<file path="config.mk">
export PLATFORM = sky130hd
export DESIGN_NAME = layers_frame_arbiter
export DESIGN_NICKNAME = d
export VERILOG_FILES = /design/src/rtl/layers_pkg.sv /design/src/rtl/layers_rr_pick.sv /design/src/rtl/layers_frame_arbiter.sv
export SDC_FILE = /design/constraint.sdc
export NUM_CORES = 1
export LEC_CHECK = 0
export CAP_MARGIN = 40
export CELL_PAD_IN_SITES_DETAIL_PLACEMENT = 1
export CELL_PAD_IN_SITES_GLOBAL_PLACEMENT = 2
export CORE_MARGIN = 4
export CORE_UTILIZATION = 32
export DETAILED_ROUTE_END_ITERATION = 6
export HOLD_SLACK_MARGIN = 0.1
export PLACE_DENSITY_LB_ADDON = 0.1
export SYNTH_ARGS = -nofsm -noshare
export SYNTH_HDL_FRONTEND = slang
export SYNTH_SLANG_ARGS = --single-unit
</file>
<file path="constraint.sdc">
create_clock -name clk_core -period 8.6 [get_ports clk_core]
set_input_delay 1.72 -clock clk_core [delete_from_list [all_inputs] [get_ports clk_core]]
set_output_delay 1.72 -clock clk_core [all_outputs]
set_load 0.005 [all_outputs]
</file>
<file path="src/rtl/layers_pkg.sv">
// Shared types and constants for the layer frame arbiter: FSM state encoding,
// default terminator byte and a saturating counter helper.
package layers_pkg;

  typedef enum logic [1:0] {
    ARB_IDLE  = 2'd0,
    ARB_PASS  = 2'd1,
    ARB_ABORT = 2'd2
  } arb_state_e;

  localparam logic [7:0] ABORT_BYTE_DEFAULT = 8'hFF;

  function automatic logic [15:0] sat_inc16(input logic [15:0] v);
    return (v == 16'hFFFF) ? v : v + 16'd1;
  endfunction

endpackage

</file>
<file path="src/rtl/layers_rr_pick.sv">
// Combinational round-robin picker: first requester after last_i, wrapping
// from N-1 back to 0, reported both one-hot and as an index.
module layers_rr_pick #(
  parameter int N     = 5,
  parameter int IDX_W = (N > 1) ? $clog2(N) : 1
) (
  input  logic [N-1:0]     req_i,
  input  logic [IDX_W-1:0] last_i,
  output logic [N-1:0]     onehot_o,
  output logic [IDX_W-1:0] idx_o,
  output logic             valid_o
);

  always_comb begin
    int               c;
    logic [IDX_W-1:0] ci;
    onehot_o = '0;
    idx_o    = '0;
    valid_o  = 1'b0;
    c        = 0;
    ci       = '0;
    // k starts at 1 so the previous winner is checked last.
    for (int k = 1; k <= N; k++) begin
      c  = (int'(last_i) + k) % N;
      ci = IDX_W'(c);
      if (!valid_o && req_i[ci]) begin
        valid_o      = 1'b1;
        idx_o        = ci;
        onehot_o[ci] = 1'b1;
      end
    end
  end

endmodule

</file>
<file path="src/rtl/layers_frame_arbiter.sv">
// Merges LAYER_COUNT byte-wide AXIS layer streams into one frame stream,
// granting whole frames round-robin and terminating frames that stall too long.
module layers_frame_arbiter
  import layers_pkg::*;
#(
  parameter int         LAYER_COUNT = 5,
  parameter logic [7:0] ABORT_BYTE  = ABORT_BYTE_DEFAULT
) (
  input  logic                     clk_core,
  input  logic                     clk_core_resn,
  input  logic [LAYER_COUNT*8-1:0] s_axis_tdata,
  input  logic [LAYER_COUNT*8-1:0] s_axis_tdest,
  input  logic [LAYER_COUNT-1:0]   s_axis_tvalid,
  input  logic [LAYER_COUNT-1:0]   s_axis_tlast,
  output logic [LAYER_COUNT-1:0]   s_axis_tready,
  output logic [7:0]               m_axis_tdata,
  output logic [7:0]               m_axis_tdest,
  output logic                     m_axis_tlast,
  output logic                     m_axis_tvalid,
  input  logic                     m_axis_tready,
  input  logic [LAYER_COUNT-1:0]   cfg_suppress,
  input  logic [15:0]              cfg_timeout,
  output logic [LAYER_COUNT-1:0]   stat_frame_done,
  output logic [LAYER_COUNT-1:0]   stat_abort,
  output logic                     status_busy,
  output arb_state_e               dbg_state_o
);

  localparam int IDX_W = (LAYER_COUNT > 1) ? $clog2(LAYER_COUNT) : 1;
  localparam logic [IDX_W-1:0] LAST_RST = IDX_W'(LAYER_COUNT - 1);

  // Handshake: a beat moves on any edge where valid and ready are both high;
  // a source holds tdata/tdest/tlast stable while valid is high and ready is low.
  arb_state_e             state_q;
  logic [IDX_W-1:0]       gnt_q, last_q;
  logic [LAYER_COUNT-1:0] gnt_oh_q;
  logic [15:0]            stall_q;
  logic [7:0]             m_data_q, m_dest_q;
  logic                   m_last_q, m_valid_q, busy_q;
  logic [LAYER_COUNT-1:0] done_q, abort_q;

  logic [LAYER_COUNT-1:0] pick_oh;
  logic [IDX_W-1:0]       pick_idx;
  logic                   pick_valid;

  layers_rr_pick #(.N(LAYER_COUNT), .IDX_W(IDX_W)) u_pick (
    .req_i    (s_axis_tvalid & ~cfg_suppress),
    .last_i   (last_q),
    .onehot_o (pick_oh),
    .idx_o    (pick_idx),
    .valid_o  (pick_valid)
  );

  logic       out_free, in_pass, g_valid, g_last, accept, timeout_hit;
  logic [7:0] g_data, g_dest;

  always_comb begin
    out_free    = !m_valid_q || m_axis_tready;
    in_pass     = (state_q == ARB_PASS);
    g_valid     = s_axis_tvalid[gnt_q];
    g_last      = s_axis_tlast[gnt_q];
    g_data      = s_axis_tdata[gnt_q*8 +: 8];
    g_dest      = s_axis_tdest[gnt_q*8 +: 8];
    accept      = in_pass && g_valid && out_free;
    // Compared live so a new limit applies to the count already accumulated.
    timeout_hit = (cfg_timeout != 16'd0) && (stall_q >= cfg_timeout);
  end

  assign s_axis_tready   = (in_pass && out_free) ? gnt_oh_q : '0;
  assign m_axis_tdata    = m_data_q;
  assign m_axis_tdest    = m_dest_q;
  assign m_axis_tlast    = m_last_q;
  assign m_axis_tvalid   = m_valid_q;
  assign stat_frame_done = done_q;
  assign stat_abort      = abort_q;
  assign status_busy     = busy_q;
  assign dbg_state_o     = state_q;

  always_ff @(posedge clk_core or negedge clk_core_resn) begin
    if (!clk_core_resn) begin
      state_q   <= ARB_IDLE;
      gnt_q     <= '0;
      gnt_oh_q  <= '0;
      last_q    <= LAST_RST;
      stall_q   <= '0;
      m_data_q  <= '0;
      m_dest_q  <= '0;
      m_last_q  <= 1'b0;
      m_valid_q <= 1'b0;
      busy_q    <= 1'b0;
      done_q    <= '0;
      abort_q   <= '0;
    end else begin
      done_q  <= '0;
      abort_q <= '0;
      if (m_axis_tready) m_valid_q <= 1'b0;
      case (state_q)
        ARB_IDLE: begin
          if (pick_valid) begin
            gnt_q    <= pick_idx;
            gnt_oh_q <= pick_oh;
            stall_q  <= '0;
            busy_q   <= 1'b1;
            state_q  <= ARB_PASS;
          end
        end
        ARB_PASS: begin
          if (accept) begin
            m_data_q  <= g_data;
            m_dest_q  <= g_dest;
            m_last_q  <= g_last;
            m_valid_q <= 1'b1;
            stall_q   <= '0;
            if (g_last) begin
              done_q  <= gnt_oh_q;
              last_q  <= gnt_q;
              busy_q  <= 1'b0;
              state_q <= ARB_IDLE;
            end
          end else if (timeout_hit) begin
            state_q <= ARB_ABORT;
          end else if (!g_valid && out_free) begin
            stall_q <= sat_inc16(stall_q);
          end
        end
        ARB_ABORT: begin
          if (out_free) begin
            m_data_q  <= ABORT_BYTE;
            m_dest_q  <= 8'(gnt_q) + 8'd1;
            m_last_q  <= 1'b1;
            m_valid_q <= 1'b1;
            abort_q   <= gnt_oh_q;
            last_q    <= gnt_q;
            busy_q    <= 1'b0;
            state_q   <= ARB_IDLE;
          end
        end
        default: state_q <= ARB_IDLE;
      endcase
    end
  end

endmodule

</file>
==> flow_metrics.py, run 1 <==
metrics = {
    "run": {
        "cap_violations": 0,
    },
    "layout": {
        "post-route-util": 0.438,
        "num_antenna_cells": 0,
        "fin_nets": 986,
        "area_growth_pct": 33.8,
        "final_layout_size_suffix_gt1_frac": 0.0929,
        "stdcell_count": 1058,
        "final_area_um2": 7900,
    },
    "clocking": {
        "postCtsSetupBuffers": 0,
        "cts_made_buffers": 9,
        "cts_root_buf": "clkbuf_16",
        "clockBufferDepth": 2,
        "cts_tree": "yes",
        "clk_latency_ns": 0.33,
        "cts_sinks": 58,
        "clk_pin_slew_worst_paths_ns": 0.05,
        "h-tree-depth": 3,
        "cts_hold_buf": 0,
        "cts.repair.resized": 0,
    },
    "placement": {
        "dp.cells": 1042,
        "routabilityCongestion": 0.896,
        "preCtsSetupSlack_ns": 2.77,
        "port_buffers": 149,
        "place_area_um2": 7600,
        "place_hpwl_um": 17300,
    },
    "sta": {
        "finalSetupViolCount": 0,
        "worst_pin_slew_ns": 0.901,
        "fin_hold_ws_ns": 0.519,
        "post-route-min-period_ns": 5.82,
        "relSlewSlack": 0.399,
        "max_freq_ghz": 0.172,
        "fin_tns_setup_ns": 0,
        "slew_viol_final": 0,
        "final_hold_viol_count": 0,
        "finClkSkew_ns": 0.00715,
        "finalCritPeriodShare": 0.676,
        "grt_setup_unrepaired": "no",
        "worst_slack_ns": 2.78,
    },
    "yosys": {
        "syn_area_um2": 5900,
        "ys_types": 87,
        "yosys.area.top_type": "dfrtp_1",
        "ys_async_sr_fraction": 1.00,
        "yosysSeqAreaShare": 0.246,
        "synth-edff-count": 0,
        "yosys_register_bits": 58,
        "yosys.area.top_type_share": 0.242,
        "avgSynthCellArea_um2": 8.56,
        "yosys-top-cells-area": "dfrtp_1, ha_1, mux4_2",
        "synth-main-ff-cell": "dfrtp_1",
        "syn_nets": 851,
        "yosysWarnings": 0,
        "syn_inst": 689,
    },
    "floorplanning": {
        "ios": 150,
        "rows": 49,
        "dieArea_um2": 20700,
        "die_height_um": 144,
        "dieWidth_um": 144,
        "core_area_um2": 18000,
        "start_util": 0.327,
    },
    "worst_setup_path": {
        "r2r_start": "last_q[0]",
        "critPathArrivalTime_ns": 6.07,
        "slowest_stage": "ha_1",
        "crit_start": "last_q[0]",
        "path_class": "flip-flop to flip-flop",
        "crit_required_ns": 8.85,
        "cp-start-kind": "flip-flop",
        "crit_chain": "buf_4 > clkinv_1 > buf_4 > ha_1 > inv_1 > ha_1 > nor2_1 > a21oi_1 > xnor2_1 > ha_1 > nor2b_1 > a211o_1 > a21oi_1 > nor4b_4 > mux2_2 > o221a_4 > nand4_4 > o21ai_4 > or4_1 > a21oi_1",
        "path_max_fanout": 33,
        "max_stage_delay_ns": 0.59,
        "crit_path_end_kind": "flip-flop",
    },
    "global_routing": {
        "grt_max_degree": 59,
        "overflow": 0,
        "antenna_found_initial": 0,
        "grt_pass1_vias": 6210,
        "grt_pass1_wl_um": 33400,
        "grt_usage": 0.202,
    },
    "route": {
        "highest_layer": "met4",
        "initialDrtViolationCount": 257,
        "detail-route-antenna-nets": 0,
        "wl_um": 21200,
        "vias": 5924,
        "routedWlPerCell_um": 20.0,
        "dr_wl_met3_um": 856,
        "dr_wl_met2_um": 10700,
        "met1_length_um": 9300,
        "drc": 0,
        "viasPerCell": 5.60,
        "firstDrtPassIters": 4,
    },
    "power": {
        "cellPowerDensity_nw_per_um2": 391,
        "vdd_drop_max_mv": 0.200,
        "p_total_mw": 3.08,
        "leakage_nw": 3.33,
    },
    "min_path": {
        "hp-class": "flip-flop to flip-flop",
        "min-delay-start": "m_axis_tdest[1]",
    },
    "status": {
        "status": "finished, final reports clean",
    },
}
[worst paths after layout]
kind | to | slack (ns) | cells after the start
min in group asynchronous | stall_q[9] | 1.54 | 2
worst min-delay path | m_axis_tdest[1] | 0.52 | 1
worst max register to register | stall_q[7] | 2.78 | 20
max in group asynchronous | gnt_q[1] | 6.54 | 2
worst min register to register | m_axis_tdest[1] | 0.52 | 1
worst max-delay path | stall_q[7] | 2.78 | 20
[power by group]
| part | leakage (nW) | switching [mW] | total [mW] | internal (mW) |
|---|---|---|---|---|
| sequential | 0.746 | 0.0814 | 0.442 | 0.360 |
| combinational | 2.44 | 1.36 | 2.28 | 0.925 |
| clock | 0.147 | 0.118 | 0.357 | 0.239 |
[state kept, by name (all words and copies together) (netlist names)]
register and flops:
status_busy 1, m_axis_tdata 8, stall_q 16, stat_frame_done 5, last_q 3, dbg_state_o 2, m_axis_tvalid 1, m_axis_tlast 1
gnt_oh_q 5, stat_abort 5, m_axis_tdest 8, gnt_q 3
[placed cells by master (no fill, tap or decap), drive strengths merged, types with 10 or more instances in the layout]
cell / Yosys / final
a21o: 11 / 11
a21oi: 42 / 42
a221oi: 10 / 10
a31oi: 15 / 15
and3: 22 / 22
buf: 13 / 10
clkbuf: 21 / 14
clkdlybuf4s50: 0 / 148
dfrtp: 57 / 57
ha: 48 / 48
inv: 45 / 45
mux2i: 16 / 16
mux4: 13 / 13
nand2: 37 / 37
nand2b: 12 / 12
nand3: 19 / 19
nor2: 59 / 59
nor2b: 17 / 17
nor3: 13 / 13
o211ai: 16 / 16
o21ai: 45 / 45
[cell type report]
class | instances | area (um2)
fillers | 2095 | 10100
multi-input cells | 549 | 4120
repair buffers | 158 | 1550
flip-flops and latches | 58 | 1450
well taps | 229 | 287
clock buffers | 14 | 264
inverters | 48 | 180
clock inverters | 2 | 35.0
[layer usage]
metal,up-vias,GRT usage
met5,-,0
met4,0,0.0540
met3,26,0.0270
met2,127,0.358
met1,2909,0.259
li1,2862,-
[worst max-delay path: cells and delay by family, from the launching register on]
family	cells	cell delay [ns]
AOI/OAI and AO/OA	6	1.00
and+or+nand+nor	5	1.62
buffers and inverters	4	0.93
muxes	1	0.40
xor gates and xnor gates	1	0.31
adders and majority gates	3	1.12
DFF	1	0.32
[kinds of logic after synthesis]
family / Yosys count / share of synthesized area
simple gates: 232 / 0.213
compound gates: 214 / 0.258
buf+inv: 82 / 0.0573
flops: 58 / 0.246
fa+ha+maj: 48 / 0.102
mux: 37 / 0.0920
xor+xnor: 18 / 0.0312
[synthesized netlist by cell type (4+ instances only)]
| cell type | n |
|---|---|
| o21a_1 | 4 |
| a21oi_1 | 40 |
| a22o_1 | 4 |
| a31o_2 | 5 |
| a221oi_1 | 10 |
| a211o_1 | 5 |
| mux4_2 | 13 |
| or3_1 | 8 |
| buf_2 | 9 |
| nor4_1 | 7 |
| o21ai_0 | 41 |
| nand2b_1 | 12 |
| nand3b_1 | 4 |
| o22ai_1 | 7 |
| dfrtp_1 | 57 |
| nand2_1 | 37 |
| ha_1 | 48 |
| nand3_1 | 19 |
| clkbuf_1 | 21 |
| a22oi_1 | 4 |
| a31oi_1 | 13 |
| xnor2_1 | 7 |
| nor3b_1 | 4 |
| inv_1 | 43 |
| nor3_1 | 13 |
| a211oi_1 | 9 |
| a21o_1 | 11 |
| o31ai_1 | 4 |
| mux2i_1 | 16 |
| and3_1 | 22 |
| mux2_2 | 8 |
| nor2b_1 | 17 |
| nor2_1 | 58 |
| and2_1 | 7 |
| xor2_1 | 9 |
| o211ai_1 | 16 |
Power figures use the tool's default switching activity.
==> run 2, diff against run 1 <==
--- a/config.mk
+++ b/config.mk
@@ -9,7 +9,7 @@
 export CELL_PAD_IN_SITES_DETAIL_PLACEMENT = 1
 export CELL_PAD_IN_SITES_GLOBAL_PLACEMENT = 2
 export CORE_MARGIN = 4
-export CORE_UTILIZATION = 32
+export CORE_UTILIZATION = 29
 export DETAILED_ROUTE_END_ITERATION = 6
 export HOLD_SLACK_MARGIN = 0.1
 export PLACE_DENSITY_LB_ADDON = 0.1
==> constraint.sdc (replaced) <==
create_clock -name clk_core -period 5.4 [get_ports clk_core]
set_input_delay 1.08 -clock clk_core [delete_from_list [all_inputs] [get_ports clk_core]]
set_output_delay 1.08 -clock clk_core [all_outputs]
set_load 0.005 [all_outputs]
==> run 2 against run 1 <==
Routed wire length rose by 6.7%. Register-to-register slack got worse by 2.4 ns. Largest power group unchanged. Flip-flop and latch count stayed put. Cell count grew 5.0%. Via count grew 2.1%.
==> flow_metrics.py, run 2 (synthesized netlist as in run 1, its figures left out) <==
metrics = {
    "power": {
        "p_sw_mw": 2.60,
        "internal_power_mw": 2.58,
        "cellPowerDensity_nw_per_um2": 639,
        "p_clk_frac": 0.123,
        "power.share.combinational": 0.741,
        "p_total_mw": 5.18,
        "switching_share": 0.502,
        "pwr-share-seq": 0.136,
        "leakage_nw": 3.42,
        "vdd_drop_max_mv": 0.425,
    },
    "floorplanning": {
        "rows": 51,
        "dieArea_um2": 22700,
        "die_height_um": 151,
        "dieWidth_um": 151,
        "ios": 150,
        "start_util": 0.299,
        "core_area_um2": 19700,
    },
    "global_routing": {
        "grt_max_degree": 59,
        "overflow": 0,
        "grt_pass1_wl_um": 35700,
        "antenna_found_initial": 0,
        "grt_usage": 0.197,
        "grt_pass1_vias": 6418,
    },
    "layout": {
        "largest_register_ffs": 16,
        "final_cell_mix": "clkdlybuf4s50_1, nor2_1, dfrtp_1",
        "top_register": "stall_q",
        "area_growth_pct": 37.3,
        "stdcell_count": 1111,
        "post-route-util": 0.411,
        "mostFrequentLayoutCell": "clkdlybuf4s50_1",
        "fin_nets": 1003,
        "final_area_um2": 8100,
        "num_antenna_cells": 0,
        "final_layout_size_suffix_gt1_frac": 0.116,
    },
    "sta": {
        "worst_pin_slew_ns": 0.868,
        "max_freq_ghz": 0.198,
        "slew_viol_final": 0,
        "final_hold_viol_count": 0,
        "finClkSkew_ns": 0.00754,
        "finalSetupViolCount": 0,
        "relSlewSlack": 0.421,
        "grt_setup_unrepaired": "no",
        "post-route-min-period_ns": 5.06,
        "fin_tns_setup_ns": 0,
        "finalCritPeriodShare": 0.937,
    },
    "clocking": {
        "clk_latency_ns": 0.33,
        "clk_pin_slew_worst_paths_ns": 0.06,
        "clockBufferDepth": 2,
        "cts_root_buf": "clkbuf_16",
        "cts_made_buffers": 9,
        "cts_tree": "yes",
        "cts_hold_buf": 0,
        "h-tree-depth": 3,
        "cts_sinks": 58,
    },
    "placement": {
        "routabilityCongestion": 0.884,
        "port_buffers": 149,
        "place_hpwl_um": 18400,
        "dp.cells": 1095,
        "place_area_um2": 7770,
    },
    "route": {
        "detail-route-antenna-nets": 0,
        "vias": 6047,
        "wl_um": 22600,
        "routedWlPerCell_um": 20.4,
        "viasPerCell": 5.44,
        "initialDrtViolationCount": 223,
        "firstDrtPassIters": 4,
        "drc": 0,
    },
    "worst_setup_path": {
        "path_class": "flip-flop to flip-flop",
        "crit_required_ns": 5.65,
        "cp-start-kind": "flip-flop",
        "crit_path_end_kind": "flip-flop",
        "path_max_fanout": 13,
        "critPathArrivalTime_ns": 5.31,
    },
    "min_path": {
        "hp-class": "flip-flop to flip-flop",
    },
    "status": {
        "status": "finished, final reports clean",
    },
    "run": {
        "cap_violations": 0,
    },
}
-- run 2: cell types whose count changed in the layout (fill, tap and decap cells not counted), sizes merged --
| cell | before | now |
|---|---|---|
| clkinv | 4 | 6 |
| bufinv | 1 | 2 |
| clkbuf | 14 | 9 |
| buf | 10 | 27 |
| clkinvlp | 0 | 1 |
| inv | 45 | 46 |
-- run 2: power groups by stage --
| stage | Clock [mW] | Combinational, mW | Sequential, mW |
|---|---|---|---|
| floorplan | 0 | 2.63 | 0.658 |
| finish | 0.635 | 3.84 | 0.706 |
| global placement | 0 | 3.71 | 0.704 |
| detailed placement | 0 | 3.84 | 0.713 |
| CTS | 0.650 | 3.86 | 0.705 |
| global route | 0.669 | 4.25 | 0.725 |
-- run 2: per-layer routing --
layer  routed length (um)  vias to the layer above  track usage
met4                  363                        0       0.0490
met1                10200                     3022        0.252
met2                11300                      107        0.350
met5                    0                        -            0
met3                  811                       19       0.0292
li1                     -                     2899            -
-- run 2: timing repair --
item / 4_1_cts / 5_1_grt
gates resized for setup: 0 / 3
setup endpoints to repair: 0 / 6
buffers inserted: 0 / 0
-- run 2: area by class of cell --
type	instances	area (um2)
inverter	48	180
clock buffer	9	225
fill	2266	11600
multi-input combinational	549	4130
sequential	58	1460
clock inverter	7	103
timing repair buffer	175	1680
tap	265	332
-- run 2: worst paths after layout --
check / from / to / slack, ns / cells after the start
setup / recovery: last_q[0] / stall_q[7] / 0.34 / 20
setup reg to reg: last_q[0] / stall_q[7] / 0.34 / 20
hold reg to reg: status_busy / status_busy / 0.53 / 2
min in group asynchronous: clk_core_resn / stall_q[15] / 0.91 / 2
max in group asynchronous: clk_core_resn / gnt_oh_q[3] / 3.94 / 2
hold / removal: status_busy / status_busy / 0.53 / 2
-- run 2: stage by stage --
step           hold slack [ns]  setup slack (ns)
2_1_floorplan            0.470             0.449
3_3_place_gp             0.491             0.398
3_5_place_dp             0.520             0.215
4_1_cts                  0.533             0.180
5_1_grt                  0.549            0.0164
6_report                 0.528             0.338
-- run 2: worst max-delay path: stages (launching register included) --
cell      delay, ns
dfrtp_1        0.38
clkinv_1       0.10
ha_1           0.28
xnor2_4        0.20
inv_2          0.12
ha_1           0.21
nor2_1         0.22
a21oi_1        0.13
xnor2_1        0.20
ha_1           0.26
nor2b_2        0.19
a211o_1        0.31
and4_4         0.21
nor4b_4        0.40
mux2_2         0.41
o221a_4        0.26
nand4_4        0.09
buf_4          0.22
o21ai_4        0.13
or4_1          0.50
a21oi_1        0.16
